`src/rtl/fetch_unit_if.sv`:
```
// ============================================================================
// imem_if / dec_if : fetch-side bus bundles (memory handshake, decode handshake)
// Rev 1.0
// ============================================================================
`default_nettype none

interface imem_if;
    logic        imem_req;
    logic [31:0] imem_addr;
    logic        imem_gnt;
    logic        imem_rvalid;
    logic [31:0] imem_rdata;

    modport master (
        output imem_req, imem_addr,
        input  imem_gnt, imem_rvalid, imem_rdata
    );
    modport slave (
        input  imem_req, imem_addr,
        output imem_gnt, imem_rvalid, imem_rdata
    );
endinterface

interface dec_if;
    logic        dec_valid;
    logic        dec_ready;
    logic [31:0] dec_instr;
    logic [31:0] dec_pc;
    logic [6:0]  dec_opcode;
    logic [2:0]  dec_funct3;
    logic        dec_funct7;

    modport master (
        output dec_valid, dec_instr, dec_pc, dec_opcode, dec_funct3, dec_funct7,
        input  dec_ready
    );
    modport slave (
        input  dec_valid, dec_instr, dec_pc, dec_opcode, dec_funct3, dec_funct7,
        output dec_ready
    );
endinterface

`default_nettype wire

```
`src/rtl/fetch_unit.sv`:
```
// ============================================================================
// fetch_unit : PC owner, credit-limited imem requester, 2-entry decode buffer
// Rev 1.0
// ============================================================================
`default_nettype none

module fetch_unit #(
    parameter logic [31:0] RESET_PC = 32'h0000_0000
) (
    input  wire logic        clk,
    input  wire logic        rst_n,
    input  wire logic        redirect,
    input  wire logic [31:0] redirect_pc,
    imem_if.master           imem,
    dec_if.master            dec
);

    logic        started_q, started_d;
    logic [31:0] pc_q, pc_d;
    logic [1:0]  outstanding_q, outstanding_d;
    logic [1:0]  discard_q, discard_d;
    logic [1:0]  count_q, count_d;
    logic [31:0] buf_instr_q [2];
    logic [31:0] buf_instr_d [2];
    logic [31:0] buf_pc_q    [2];
    logic [31:0] buf_pc_d    [2];
    logic [31:0] ifq_pc_q    [2];
    logic [31:0] ifq_pc_d    [2];

    logic        w_valid;
    logic        w_pop;
    logic        w_resp;
    logic        w_req;
    logic        w_grant;
    logic        w_drop;
    logic        w_push;
    logic [2:0]  w_credit;
    logic        w_buf_wr_idx;
    logic        w_ifq_wr_idx;

    assign w_valid  = (count_q != 2'd0);
    assign w_pop    = w_valid & dec.dec_ready;
    // A response with nothing outstanding belongs to a pre-reset request.
    assign w_resp   = imem.imem_rvalid & (outstanding_q != 2'd0);
    assign w_credit = {1'b0, outstanding_q} + {1'b0, count_q} - {2'b00, w_pop};
    assign w_req    = started_q & ~redirect & (w_credit < 3'd2);
    assign w_grant  = w_req & imem.imem_gnt;
    assign w_drop   = w_resp & ((discard_q != 2'd0) | redirect);
    assign w_push   = w_resp & ~w_drop;

    // Tail slot after this cycle's pop; the credit rule keeps it within 0..1.
    assign w_buf_wr_idx = (count_q == 2'd2) | ((count_q == 2'd1) & ~w_pop);
    assign w_ifq_wr_idx = (outstanding_q == 2'd2) | ((outstanding_q == 2'd1) & ~w_resp);

    always_comb begin
        started_d     = 1'b1;
        pc_d          = pc_q;
        outstanding_d = outstanding_q + {1'b0, w_grant} - {1'b0, w_resp};
        discard_d     = discard_q;
        count_d       = count_q - {1'b0, w_pop} + {1'b0, w_push};
        buf_instr_d   = buf_instr_q;
        buf_pc_d      = buf_pc_q;
        ifq_pc_d      = ifq_pc_q;

        if (w_pop) begin
            buf_instr_d[0] = buf_instr_q[1];
            buf_pc_d[0]    = buf_pc_q[1];
        end
        if (w_push) begin
            buf_instr_d[w_buf_wr_idx] = imem.imem_rdata;
            buf_pc_d[w_buf_wr_idx]    = ifq_pc_q[0];
        end

        if (w_resp) begin
            ifq_pc_d[0] = ifq_pc_q[1];
        end
        if (w_grant) begin
            ifq_pc_d[w_ifq_wr_idx] = pc_q;
        end

        if (w_resp && (discard_q != 2'd0)) begin
            discard_d = discard_q - 2'd1;
        end

        if (redirect) begin
            pc_d      = redirect_pc;
            count_d   = 2'd0;
            // No grant is possible here, so only the consumed response leaves.
            discard_d = outstanding_q - {1'b0, w_resp};
        end else if (w_grant) begin
            pc_d = pc_q + 32'd4;
        end
    end

    always_ff @(posedge clk or negedge rst_n) begin
        if (!rst_n) begin
            started_q     <= 1'b0;
            pc_q          <= RESET_PC;
            outstanding_q <= 2'd0;
            discard_q     <= 2'd0;
            count_q       <= 2'd0;
            buf_instr_q   <= '{default: '0};
            buf_pc_q      <= '{default: '0};
            ifq_pc_q      <= '{default: '0};
        end else begin
            started_q     <= started_d;
            pc_q          <= pc_d;
            outstanding_q <= outstanding_d;
            discard_q     <= discard_d;
            count_q       <= count_d;
            buf_instr_q   <= buf_instr_d;
            buf_pc_q      <= buf_pc_d;
            ifq_pc_q      <= ifq_pc_d;
        end
    end

    assign imem.imem_req  = w_req;
    assign imem.imem_addr = pc_q;

    assign dec.dec_valid  = w_valid;
    assign dec.dec_instr  = buf_instr_q[0];
    assign dec.dec_pc     = buf_pc_q[0];
    assign dec.dec_opcode = buf_instr_q[0][6:0];
    assign dec.dec_funct3 = buf_instr_q[0][14:12];
    assign dec.dec_funct7 = buf_instr_q[0][30];

endmodule

`default_nettype wire
```
`src/flat_wrapper.sv`:
```
// flat-port wrapper written by rule: the top's interface ports become plain ports
module fetch_unit_flat 
#(
    parameter logic [31:0] RESET_PC = 32'h0000_0000
)
  (clk, rst_n, redirect, redirect_pc, imem_imem_req, imem_imem_addr, imem_imem_gnt, imem_imem_rvalid, imem_imem_rdata, dec_dec_valid, dec_dec_instr, dec_dec_pc, dec_dec_opcode, dec_dec_funct3, dec_dec_funct7, dec_dec_ready);
  imem_if imem_i ();
  dec_if dec_i ();
  input  wire logic clk;
  input  wire logic rst_n;
  input  wire logic redirect;
  input  wire logic [31:0] redirect_pc;
  output wire logic [$bits(imem_i.imem_req)-1:0] imem_imem_req;
  output wire logic [$bits(imem_i.imem_addr)-1:0] imem_imem_addr;
  input wire logic [$bits(imem_i.imem_gnt)-1:0] imem_imem_gnt;
  input wire logic [$bits(imem_i.imem_rvalid)-1:0] imem_imem_rvalid;
  input wire logic [$bits(imem_i.imem_rdata)-1:0] imem_imem_rdata;
  output wire logic [$bits(dec_i.dec_valid)-1:0] dec_dec_valid;
  output wire logic [$bits(dec_i.dec_instr)-1:0] dec_dec_instr;
  output wire logic [$bits(dec_i.dec_pc)-1:0] dec_dec_pc;
  output wire logic [$bits(dec_i.dec_opcode)-1:0] dec_dec_opcode;
  output wire logic [$bits(dec_i.dec_funct3)-1:0] dec_dec_funct3;
  output wire logic [$bits(dec_i.dec_funct7)-1:0] dec_dec_funct7;
  input wire logic [$bits(dec_i.dec_ready)-1:0] dec_dec_ready;
  assign imem_imem_req = imem_i.imem_req;
  assign imem_imem_addr = imem_i.imem_addr;
  assign imem_i.imem_gnt = imem_imem_gnt;
  assign imem_i.imem_rvalid = imem_imem_rvalid;
  assign imem_i.imem_rdata = imem_imem_rdata;
  assign dec_dec_valid = dec_i.dec_valid;
  assign dec_dec_instr = dec_i.dec_instr;
  assign dec_dec_pc = dec_i.dec_pc;
  assign dec_dec_opcode = dec_i.dec_opcode;
  assign dec_dec_funct3 = dec_i.dec_funct3;
  assign dec_dec_funct7 = dec_i.dec_funct7;
  assign dec_i.dec_ready = dec_dec_ready;
  fetch_unit #(.RESET_PC(RESET_PC)) u_core (.clk(clk), .rst_n(rst_n), .redirect(redirect), .redirect_pc(redirect_pc), .imem(imem_i), .dec(dec_i));
endmodule
```
`config.mk`:
```
export PLATFORM = sky130hd
export DESIGN_NAME = fetch_unit_flat
export DESIGN_NICKNAME = d
export VERILOG_FILES = /design/src/rtl/fetch_unit_if.sv /design/src/rtl/fetch_unit.sv /design/src/flat_wrapper.sv
export SDC_FILE = /design/constraint.sdc
export NUM_CORES = 1
export LEC_CHECK = 0
export ABC_AREA = 0
export CAP_MARGIN = 0
export CORE_ASPECT_RATIO = 0.7
export CORE_UTILIZATION = 35
export CTS_CLUSTER_DIAMETER = 150
export DETAILED_ROUTE_END_ITERATION = 7
export GPL_ROUTABILITY_DRIVEN = 0
export PLACE_DENSITY = 0.56
export SLEW_MARGIN = 20
export SYNTH_ARGS = -nofsm -noshare
export SYNTH_HDL_FRONTEND = slang
export SYNTH_SLANG_ARGS = --single-unit
export TNS_END_PERCENT = 1
```
`constraint.sdc`:
```
create_clock -name clk -period 4.6 [get_ports clk]
set_input_delay 0.92 -clock clk [delete_from_list [all_inputs] [get_ports clk]]
set_output_delay 0.92 -clock clk [all_outputs]
set_load 0.005 [all_outputs]
```
## After elaboration in Yosys (flattened, before gate mapping)

Cells that the tools add are included.

- Add/subtract/negate cells: 9
- $lt $le $gt $ge: 5
- Equal/unequal tests: 4
- Muxes and demuxes: 18
- Bitwise gates (word level): 18
- Reductions and logical operators: 8

Operator list:

| operator | number |
|---|---|
| $mux W32 | 7 |
| $bwmux W64 | 3 |
| $mux W64 | 3 |
| $demux W32 S1 | 2 |
| $add A32 B3 Y32 const B | 1 |
| $reduce_bool A2 Y1 | 5 |
| $and A1 B1 Y1 | 9 |
| $mux W2 | 3 |
| $sub A2 B1 Y2 | 3 |
| $add A2 B1 Y2 | 2 |
| $eq A2 B1 Y1 const B | 2 |
| $eq A2 B2 Y1 const B | 2 |
| $ge A2 B2 Y1 const B | 2 |
| $lt A2 B1 Y1 const B | 2 |
| $not A1 Y1 | 4 |
| $not A1 Y2 | 2 |
| $add A2 B2 Y3 | 1 |
| $logic_and A1 B1 Y1 | 3 |
| $lt A3 B2 Y1 const B | 1 |
| $or A1 B1 Y1 | 3 |
| $sub A3 B1 Y3 | 1 |
| $sub A2 B1 Y2 const B | 1 |

- Bits in registers: 231
- Input bits: 70
- Output and inout port bits: 109
- Logic and storage cells: 73

## Longest topological paths before layout

Gate-level depths: netlist of the first run.

- Depth after elaboration: 12
- Gate-level depth with buffers: 14
- Mapped depth without buffers: 10

## Least setup slack after synthesis of the first run

Ideal clock, no wire load.

- Path kind: input port to output port
- From: input port dec_dec_ready
- To: output port imem_imem_req
- Data arrival time: 2430 ps
- Required time: 3680 ps
- Path slack: 1250 ps
- Stages on the path: 7
- Buffers on the path: 2
- Path through: nand2_1 -> buf_2 -> buf_2 -> nor2_1 -> fa_1 -> xnor2_1 -> nor3_1

- Cells in the longest elaborated chain, start to end: 4

Ends and longest elaborated chain:

| item | RTL line | source |
|---|---|---|
| start: declaration | flat_wrapper.sv:24 | `input wire logic [$bits(dec_i.dec_ready)-1:0] dec_dec_ready;` |
| $and A1 B1 Y1 | fetch_unit.sv:42 | `assign w_pop = w_valid & dec.dec_ready;` |
| $sub A3 B1 Y3 | fetch_unit.sv:45 | `assign w_credit = {1'b0, outstanding_q} + {1'b0, count_q} - {2'b00, w_pop};` |
| $lt A3 B2 Y1 | fetch_unit.sv:46 | `assign w_req = started_q & ~redirect & (w_credit < 3'd2);` |
| $and A1 B1 Y1 | fetch_unit.sv:46 |  |
| end: declaration | flat_wrapper.sv:13 | `output wire logic [$bits(imem_i.imem_req)-1:0] imem_imem_req;` |

No other way between the ends.

## Worst setup path in the final report of the first run

Ends and elaborated chain as after synthesis.

==> results of run 1 <==
-- routing by layer --
layer / track usage [%] / vias to the layer above
met4: 3.24 / 0
met3: 3.67 / 29
met1: 26.2 / 3541
met5: 0 / -
met2: 21.9 / 175
li1: - / 3468
-- cells in the final DEF (no fill, tap or decap), drive strengths merged, types with 2 or more instances in the layout --
| cell | netlist | final |
|---|---|---|
| a21o | 4 | 4 |
| a21oi | 6 | 6 |
| a31oi | 2 | 2 |
| and2 | 2 | 2 |
| and3 | 3 | 3 |
| buf | 114 | 14 |
| bufinv | 0 | 3 |
| clkbuf | 13 | 38 |
| clkdlybuf4s50 | 0 | 176 |
| dfrtp | 231 | 231 |
| ha | 6 | 6 |
| inv | 14 | 15 |
| mux2 | 95 | 95 |
| mux2i | 100 | 100 |
| nand2 | 145 | 145 |
| nand2b | 2 | 2 |
| nand3 | 12 | 12 |
| nand3b | 3 | 3 |
| nand4 | 12 | 12 |
| nor2 | 17 | 17 |
| nor2b | 11 | 11 |
| nor3 | 5 | 5 |
| nor4 | 6 | 6 |
| o211ai | 6 | 6 |
| o21ai | 124 | 124 |
| o311ai | 9 | 9 |
| o31ai | 2 | 2 |
| xnor2 | 11 | 11 |
| xor2 | 3 | 3 |
-- final timing paths --
kind,start,end,slack (ns),cells after the start
worst max-delay path,dec_dec_ready,imem_imem_req,0.53,7
worst min-delay path,rst_n,u_core.dec.dec_instr[28],0.44,1
worst max register to register,u_core.outstanding_q[1],u_core.imem.imem_addr[29],1.42,9
worst min register to register,flip-flop,flip-flop,0.48,2
max in group asynchronous,rst_n,u_core.dec.dec_pc[22],3.21,2
min in group clk,flip-flop,flip-flop,0.48,2
-- per-stage QoR --
step	instances	total power [mW]	hold slack (ns)
2_1_floorplan	968	4.47	0.449
3_3_place_gp	1443	5.19	0.464
3_5_place_dp	1443	5.25	0.475
4_1_cts	1486	7.36	0.485
5_1_grt	1486	7.72	0.495
6_report	1486	7.24	0.442
-- logic make-up after synthesis --
kind of cell / Yosys count / synth area share (%)
DFF: 231 / 53.0
and+or+nand+nor: 223 / 9.77
muxes: 195 / 19.0
AOI/OAI and AO/OA: 156 / 7.87
buffers and inverters: 141 / 8.37
xor gates and xnor gates: 14 / 1.12
adders and majority gates: 7 / 0.872
other: 1 / 0.0344
-- critical path: cells and delay by family --
kind / cells / cell delay (ns)
xor+xnor: 2 / 0.39
simple gates: 2 / 0.35
fa+ha+maj: 1 / 0.39
buf+inv: 2 / 1.10
-- final cells by class --
cell class                 instances  share of cell area (%)
clock buffer                      38                    5.43
clock inverter                     5                   0.778
inverter                          14                   0.394
multi-input combinational        596                    31.9
sequential                       231                    43.3
tap                              412                    3.86
timing repair buffer             190                    14.4
-- power by group through the flow --
stage	logic [mW]	clock network [mW]	registers, mW
2_1_floorplan	1.50	0	2.97
3_3_place_gp	2.06	0	3.13
3_5_place_dp	2.10	0	3.15
4_1_cts	2.11	2.14	3.11
5_1_grt	2.30	2.22	3.20
6_report	2.07	2.06	3.10
==> key figures, run 1 <==
Synth
  • #FFs+latches synth: 231
  • Sequential share of the synthesized area: 53.0%
  • Primary FF master, synth: dfrtp_1
  • Post-synth top cells: dfrtp_1 (231), nand2_1 (143), o21ai_0 (111)
  • Mapped Cells: 968
  • Cell taking the most area after synthesis: dfrtp_1
  • Unique masters post-synth: 48
  • Area contributors post-synth: dfrtp_1 (53%), mux2i_1 (9.2%), mux2_1 (6.2%)
  • Syn Area/Cell: 11.3 µm²
  • Most frequent cell after synthesis: dfrtp_1
  • Share of flip-flops with an asynchronous set or reset: 100%
  • Cell Area, Synth: 10900 µm²
  • Ys Warns: 0
  • EDFF count, synth: 0
  • Mapped Nets: 1045
  • Fraction of synthesized cell area taken by the top area cell type: 53.0%

Worst setup path
  • Crit path cell chain: clkdlybuf4s50_1, xor2_1, nand2_1, fa_1, xnor2_1, nor3_1, clkdlybuf4s50_1
  • Critical path's largest stage delay: 0.55 ns
  • Critical Setup Path Class: input pin to primary output
  • Crit start category: input pin
  • Critical Path RT: 3.68 ns
  • Worst Setup End Kind: primary output
  • CP max stage cell: clkdlybuf4s50_1
  • Crit-path max FO: 4
  • Critical path arrival: 3.15 ns
  • Most used cell, CP: clkdlybuf4s50_1

Detailed routing
  • Met1 WL: 13700 µm
  • Wire length on met2: 9960 µm
  • Wire length on met3: 1490 µm
  • Detail Route Antenna Nets: 0
  • Top routing layer used: met4
  • Post-route DRC violation count: 0
  • 1st-pass router iterations: 5
  • Vias after detailed routing: 7213
  • Wire length per cell: 17.2 µm
  • Post-DR vias/cell: 4.85
  • Total Wirelength: 25600 µm
  • Initial DRC count: 507

Clocking
  • Clock buffer depth: 3
  • Clock sinks: 231
  • Clock-pin slew on the worst setup and hold paths: 0.06 ns
  • Post-CTS setup buffer count: 0
  • Post_cts resized: 0
  • Root Driver: clkbuf_16
  • CTS tree: done
  • Skew-Pair Late Insertion Delay: 0.54 ns
  • # H-tree levels: 1
  • CTS Hold Buffers Added: 0
  • Total CTS buffers: 25

Power
  • Gate power share: 28.6%
  • Switching part of the total: 30.0%
  • Int Pwr: 5.07 mW
  • Clock share of power: 28.5%
  • PD cells: 542 nW/µm²
  • Static Leak: 6.36 nW
  • Net Switching: 2.17 mW
  • Reg power frac: 42.9%
  • VDD IR max: 0.253 mV

Timing
  • Fin worst setup slack: 0.529 ns
  • Final Hold Viols: 0
  • FMAX: 246 MHz
  • Setup tns final: 0 ns
  • Final setup viols: 0
  • Unrepaired setup endpoints after global routing: no
  • Worst-Margin Slew: 1.02 ns
  • Minimum clock period: 4.07 ns
  • Slew Limit Fails: 0
  • Max-slew headroom: 31.7%
  • Tcrit/Tclk final: 88.5%
  • Clock skew: 0.0200 ns

Floorplanning
  • Num rows: 53
  • Die ar.: 31900 µm²
  • Ports: 179
  • Placeable Area: 30300 µm²
  • Initial core utilization: 36.0%
  • Die Ht: 150 µm
  • Chip width: 213 µm

Final layout
  • Fillers: 2864
  • Layout cells sized above 1: 9.40%
  • Fin util: 44.1%
  • Inserted Diodes: 0
  • Area Overhead vs Synth: 22.4%
  • Register Area: 5780 µm²
  • Nets@finish: 1135
  • Footprint of the multi-input gates: 4250 µm²
  • Cell area after layout: 13400 µm²

Placed design
  • IO Port Bufs: 178
  • Post-DP HPWL: 16600 µm
  • Dpl cell area: 12500 µm²
  • Pre-CTS setup slack: 0.565 ns

Flow run
  • Max Cap Viol: 0

Global routing
  • Largest net degree at the start of global routing: 129
  • First-pass GRT wire length: 40600 µm
  • Global route total overflow: 0
  • Total global-route track usage: 16.3%
  • Initial antenna violation count: 0
  • Number of global-route vias before repair: 6948

Status
  • Status: complete, no violations

Hold path
  • Worst Hold Class: input pin to asynchronous set/reset pin
Power figures use the tool's default switching activity.
==> inputs of run 2 (changes only) <==
Settings changed: ABC_AREA 0 to 1.
==> key figures, run 2 <==
Status
  • Status: complete, no violations

Power
  • VDD IR max: 0.257 mV (+1.9%)
  • PD cells: 595 nW/µm² (+9.7%)
  • Static Leak: 6.75 nW (+6.1%)

Clocking
  • Skew-Pair Late Insertion Delay: 0.53 ns (about the same)
  • Post_cts resized: 0 (unchanged)
  • Root Driver: clkbuf_16
  • Clock-pin slew on the worst setup and hold paths: 0.06 ns (about the same)
  • # H-tree levels: 1 (unchanged)
  • CTS tree: done
  • Clock sinks: 231 (unchanged)
  • Post-CTS setup buffer count: 0 (unchanged)
  • Clock buffer depth: 3 (unchanged)
  • Total CTS buffers: 25 (unchanged)
  • CTS Hold Buffers Added: 0 (unchanged)

Floorplanning
  • Placeable Area: 32800 µm² (+8.1%)
  • Die Ht: 156 µm (+4.0%)
  • Die ar.: 34500 µm² (+8.2%)
  • Num rows: 55 (+3.8%)
  • Ports: 179 (unchanged)
  • Chip width: 222 µm (+4.0%)
  • Initial core utilization: 36.1% (+0.052 points)

Final layout
  • Area Overhead vs Synth: 20.1%
  • Most frequent cells in the layout: nand2_1 (576), dfrtp_1 (231), clkdlybuf4s50_1 (177), inv_1 (125), o21ai_1 (114)
  • Nets@finish: 1635 (+44%)
  • Fin util: 43.3% (-0.76 points)
  • Post-route insts no fill: 2003 (+35%)
  • Layout cells sized above 1: 9.26% (-0.14 points)
  • Commonest non-fill, non-tap cell in the layout: nand2_1
  • Inserted Diodes: 0 (unchanged)

Detailed routing
  • Wire length on met3: 1240 µm (-17%)
  • Wire length on met2: 12100 µm (+22%)
  • 1st-pass router iterations: 5 (unchanged)
  • Initial DRC count: 683 (+35%)
  • Top routing layer used: met4
  • Wire length per cell: 14.6 µm (-15%)
  • Post-DR vias/cell: 4.61 (-5.0%)
  • Total Wirelength: 29300 µm (+14%)
  • Post-route DRC violation count: 0 (unchanged)
  • Vias after detailed routing: 9239 (+28%)
  • Detail Route Antenna Nets: 0 (unchanged)
  • Met1 WL: 15500 µm (+13%)

Synth
  • Unique masters post-synth: 30 (-38%)
  • Share of flip-flops with an asynchronous set or reset: 100% (unchanged)
  • Cell Area, Synth: 11800 µm² (+8.2%)
  • Post-synth top cells: nand2_1 (577), dfrtp_1 (231), inv_1 (125)
  • Sequential share of the synthesized area: 48.9% (-4.0 points)
  • Fraction of synthesized cell area taken by the top area cell type: 48.9% (-4.0 points)
  • Ys Warns: 0 (unchanged)
  • Syn Area/Cell: 7.97 µm² (-29%)
  • Mapped Nets: 1559 (+49%)
  • Cell taking the most area after synthesis: dfrtp_1
  • Most frequent cell after synthesis: nand2_1
  • Primary FF master, synth: dfrtp_1
  • Mapped Cells: 1482 (+53%)
  • EDFF count, synth: 0 (unchanged)
  • #FFs+latches synth: 231 (unchanged)
  • Area contributors post-synth: dfrtp_1 (49%), nand2_1 (18%), buf_4 (5.2%)

Worst setup path
  • Worst Setup End Kind: primary output
  • Critical Path RT: 3.68 ns (about the same)
  • CP startpoint: dec_dec_ready
  • Critical path arrival: 3.08 ns (-0.07 ns)
  • RR Startpoint: u_core.count_q[1]
  • Critical Setup Path Class: input pin to primary output
  • Crit-path max FO: 3 (-1)
  • Crit start category: input pin

Placed design
  • DP Cell Count: 1958 (+36%)
  • IO Port Bufs: 178 (unchanged)
  • Post-DP HPWL: 19600 µm (+18%)
  • Pre-CTS setup slack: 0.585 ns (+0.0196 ns)

Timing
  • Slew Limit Fails: 0 (unchanged)
  • Max-slew headroom: 43.5% (+12 points)
  • Setup tns final: 0 ns (unchanged)
  • Unrepaired setup endpoints after global routing: no
  • Final Hold Viols: 0 (unchanged)
  • Worst-Margin Slew: 0.848 ns (-0.177 ns)
  • Minimum clock period: 4.00 ns (-0.0704 ns)
  • FMAX: 250 MHz (+1.8%)
  • Clock skew: 0.0162 ns (-0.00373 ns)
  • Tcrit/Tclk final: 87.0% (-1.5 points)
  • WHS: 0.372 ns (-0.0702 ns)
  • Final setup viols: 0 (unchanged)
  • Fin worst setup slack: 0.600 ns (+0.0704 ns)

Global routing
  • Initial antenna violation count: 0 (unchanged)
  • Global route total overflow: 0 (unchanged)
  • Total global-route track usage: 17.3% (+0.94 points)
  • First-pass GRT wire length: 47800 µm (+18%)
  • Largest net degree at the start of global routing: 85 (-34%)
  • Number of global-route vias before repair: 8674 (+25%)

Flow run
  • Max Cap Viol: 0 (unchanged)

Hold path
  • Worst Hold Class: input pin to asynchronous set/reset pin
-- run 2: cell count changes in the layout (fill, tap and decap cells not counted), sizes merged, moves of 11 or more --
cell   previous run  this run
nand2           145       582
o21ai           124       241
inv              15       130
mux2i           100         0
mux2             95         0
nand3            12        76
nor2             17        47
nand4            12         1
nor2b            11         0
-- run 2: layer usage --
metal  GRT usage [%]  up-vias
met2            25.3      172
met3            3.41       32
met4            3.11        0
met5               0        -
li1                -     4747
met1            26.3     4288
-- run 2: cell type report --
type	instances	area (µm²)
fill	3336	18600
sequential	231	5780
multi-input combinational	973	4520
timing repair buffer	196	1960
clock buffer	32	722
tap	427	534
inverter	131	492
clock inverter	13	176
-- run 2: metrics by stage --
step           power [mW]  area (µm²)
2_1_floorplan        5.36       11800
3_3_place_gp         6.27       13300
3_5_place_dp         6.33       13300
4_1_cts              8.57       14200
5_1_grt              9.12       14200
6_report             8.44       14200
-- run 2: path summary, 6_finish.rpt --
check                      slack, ns                   endpoint  cells past startpoint
max in group asynchronous       3.29   u_core.dec.dec_instr[15]                      2
max reg2reg                     1.87   u_core.imem.imem_addr[8]                     13
min reg2reg                     0.48                  flip-flop                      2
min in group clk                0.48                  flip-flop                      2
max                             0.60              imem_imem_req                      8
min                             0.37  u_core.imem.imem_addr[24]                      1
-- run 2: kinds of logic (layout without fill, tap and decap cells) --
family | after synthesis | count (layout) | share of synthesized area, %
flip-flops | 231 | 231 | 48.9
buffers and inverters | 278 | 372 | 12.9
XOR/XNOR | 11 | 11 | 0.816
adder cells (fa/ha/maj) | 7 | 7 | 0.805
other | 1 | 1 | 0.0318
AND/OR/NAND/NOR | 711 | 711 | 24.1
AO/OA/AOI/OAI | 243 | 243 | 12.4
-- run 2: power by group --
| group | internal [mW] | switching [mW] | total, mW |
|---|---|---|---|
| logic | 1.37 | 1.70 | 3.06 |
| clock network | 1.33 | 0.849 | 2.18 |
| registers | 2.76 | 0.438 | 3.20 |
-- run 2: worst max-delay path, stage by stage --
cell	delay, ns
clkdlybuf4s50_1	0.48
nand2_2	0.08
nor2_1	0.17
o21ai_0	0.14
fa_1	0.51
nand3_2	0.09
nor2_2	0.17
clkdlybuf4s50_1	0.52
==> inputs of run 3 (changes only) <==
Settings changed: CELL_PAD_IN_SITES_DETAIL_PLACEMENT set to 0, CELL_PAD_IN_SITES_GLOBAL_PLACEMENT set to 1, PLACE_DENSITY 0.56 to 0.71, TNS_END_PERCENT 1 to 5.
==> key figures, run 3 (synthesized netlist as in run 2, its figures left out) <==
Detailed routing
  • Post-DR vias/cell: 4.65 (+0.91%)
  • Vias after detailed routing: 9323 (+0.91%)
  • Detail Route Antenna Nets: 0 (unchanged)
  • Initial DRC count: 683 (unchanged)
  • Post-route DRC violation count: 0 (unchanged)
  • Wire length per cell: 15.2 µm (+3.8%)
  • 1st-pass router iterations: 5 (unchanged)
  • Total Wirelength: 30400 µm (+3.8%)

Worst setup path
  • Crit start category: input pin
  • Critical path's largest stage delay: 0.53 ns (about the same)
  • Reg2Reg Setup Slack: 1.62 ns (-0.25 ns)
  • Worst Setup End Kind: primary output
  • Crit-path max FO: 4 (+1)
  • Most used cell, CP: clkdlybuf4s50_1
  • Critical path arrival: 3.17 ns (+0.09 ns)
  • Critical Setup Path Class: input pin to primary output
  • Critical Path RT: 3.68 ns (about the same)
  • Buf/Inv on CP: 2 (unchanged)
  • Crit path cell chain: clkdlybuf4s50_1, nand2_2, nor2_1, o21ai_0, fa_1, nand3_2, nor2_2, clkdlybuf4s50_1
  • CP delay by family, top: buffers and inverters
  • CP max stage cell: fa_1

Timing
  • Slew Limit Fails: 0 (unchanged)
  • Tcrit/Tclk final: 88.9% (+1.9 points)
  • FMAX: 245 MHz (-2.1%)
  • Setup tns final: 0 ns (unchanged)
  • WHS: 0.426 ns (+0.0539 ns)
  • Worst-Margin Slew: 0.893 ns (+0.0451 ns)
  • Final Hold Viols: 0 (unchanged)
  • Max-slew headroom: 40.5% (-3.0 points)
  • Unrepaired setup endpoints after global routing: no
  • Final setup viols: 0 (unchanged)
  • Minimum clock period: 4.09 ns (+0.0877 ns)
  • Fin worst setup slack: 0.512 ns (-0.0877 ns)
  • Clock skew: 0.0126 ns (-0.00367 ns)

Clocking
  • Clock buffer depth: 3 (unchanged)
  • CTS tree: done
  • Post-CTS setup buffer count: 0 (unchanged)
  • Total CTS buffers: 25 (unchanged)
  • # H-tree levels: 1 (unchanged)
  • Skew-Pair Late Insertion Delay: 0.53 ns (about the same)
  • Root Driver: clkbuf_16
  • CTS Hold Buffers Added: 0 (unchanged)
  • Clock-pin slew on the worst setup and hold paths: 0.06 ns (about the same)
  • Clock sinks: 231 (unchanged)
  • Post_cts resized: 0 (unchanged)

Final layout
  • Most frequent cells in the layout: nand2_1 (576), dfrtp_1 (231), clkdlybuf4s50_1 (177), inv_1 (125), o21ai_1 (114)
  • Cell area after layout: 14100 µm² (-0.66%)
  • Fin util: 43.0% (-0.29 points)
  • Layout cells sized above 1: 8.88% (-0.38 points)
  • Post-route insts no fill: 2003 (unchanged)
  • Nets@finish: 1636 (+0.061%)
  • Area Overhead vs Synth: 19.3%
  • Inserted Diodes: 0 (unchanged)
  • Commonest non-fill, non-tap cell in the layout: nand2_1

Power
  • Total power: 8.28 mW (-1.9%)
  • VDD IR max: 0.267 mV (+3.9%)
  • Static Leak: 6.71 nW (-0.59%)
  • PD cells: 588 nW/µm² (-1.3%)

Floorplanning
  • Placeable Area: 32800 µm² (unchanged)
  • Die Ht: 156 µm (unchanged)
  • Num rows: 55 (unchanged)
  • Ports: 179 (unchanged)
  • Initial core utilization: 36.1% (unchanged)
  • Die ar.: 34500 µm² (unchanged)
  • Chip width: 222 µm (unchanged)

Placed design
  • DP Cell Count: 1959 (+0.051%)
  • Pre-CTS setup slack: 0.513 ns (-0.0715 ns)
  • IO Port Bufs: 178 (unchanged)
  • Dpl cell area: 13300 µm² (about the same)
  • Post-DP HPWL: 20500 µm (+4.3%)

Hold path
  • Worst Hold Class: input pin to asynchronous set/reset pin

Global routing
  • First-pass GRT wire length: 49300 µm (+3.2%)
  • Number of global-route vias before repair: 8760 (+0.99%)
  • Largest net degree at the start of global routing: 101 (+19%)
  • Global route total overflow: 0 (unchanged)
  • Initial antenna violation count: 0 (unchanged)
  • Total global-route track usage: 17.9% (+0.58 points)

Status
  • Status: complete, no violations

Flow run
  • Max Cap Viol: 0 (unchanged)
## run 3: cell types whose count changed in the layout (fill, tap and decap cells not counted), sizes merged
cell      change
clkinv        -1
bufinv        -2
clkbuf        +4
clkinvlp      -2
buf           +1
## run 3: worst paths after layout
path	start	to	cells after the start
max in group asynchronous	rst_n	asynchronous set/reset pin	2
hold reg to reg	flip-flop	flip-flop	2
hold / removal	rst_n	asynchronous set/reset pin	1
setup / recovery	dec_dec_ready	imem_imem_req	8
min in group clk	flip-flop	flip-flop	2
setup reg to reg	u_core.count_q[1]	u_core.imem.imem_addr[4]	13
## run 3: cell type report
cell class / count / area (µm²)
Clock buffer: 36 / 717
Inverter: 131 / 492
Tap cell: 427 / 534
Fill cell: 3398 / 18700
Multi-Input combinational cell: 973 / 4520
Sequential cell: 231 / 5780
Timing Repair Buffer: 197 / 1950
Clock inverter: 8 / 92.6
## run 3: report_power, final
part           switching, mW  total, mW  internal (mW)  leakage [nW]
registers              0.442       3.20           2.76          3.03
clock network          0.833       2.02           1.19         0.399
logic                   1.69       3.05           1.36          3.28
total                   2.96       8.28           5.31          6.71
## run 3: layer usage
layer	global-route usage, %	vias to the layer above	routed length, µm	part of all wire [%]
met5	0	-	0	0
met4	3.44	0	449	1.5
met3	2.98	29	1260	4.1
met2	27.2	167	13400	44
met1	26.6	4398	15300	50
li1	-	4729	-	-
## run 3: worst reg2reg max path, cell delays in order (launching register included)
cell and delay, ns:
dfrtp_1 0.41, inv_1 0.08, nand2_1 0.18, nand2_2 0.12, nor2_1 0.19, o21ai_0 0.16, fa_1 0.53, nand3_2 0.09
nand3b_4 0.27, buf_4 0.25, nand2_1 0.12, clkinv_1 0.27, nand2_1 0.13, nand3_1 0.08
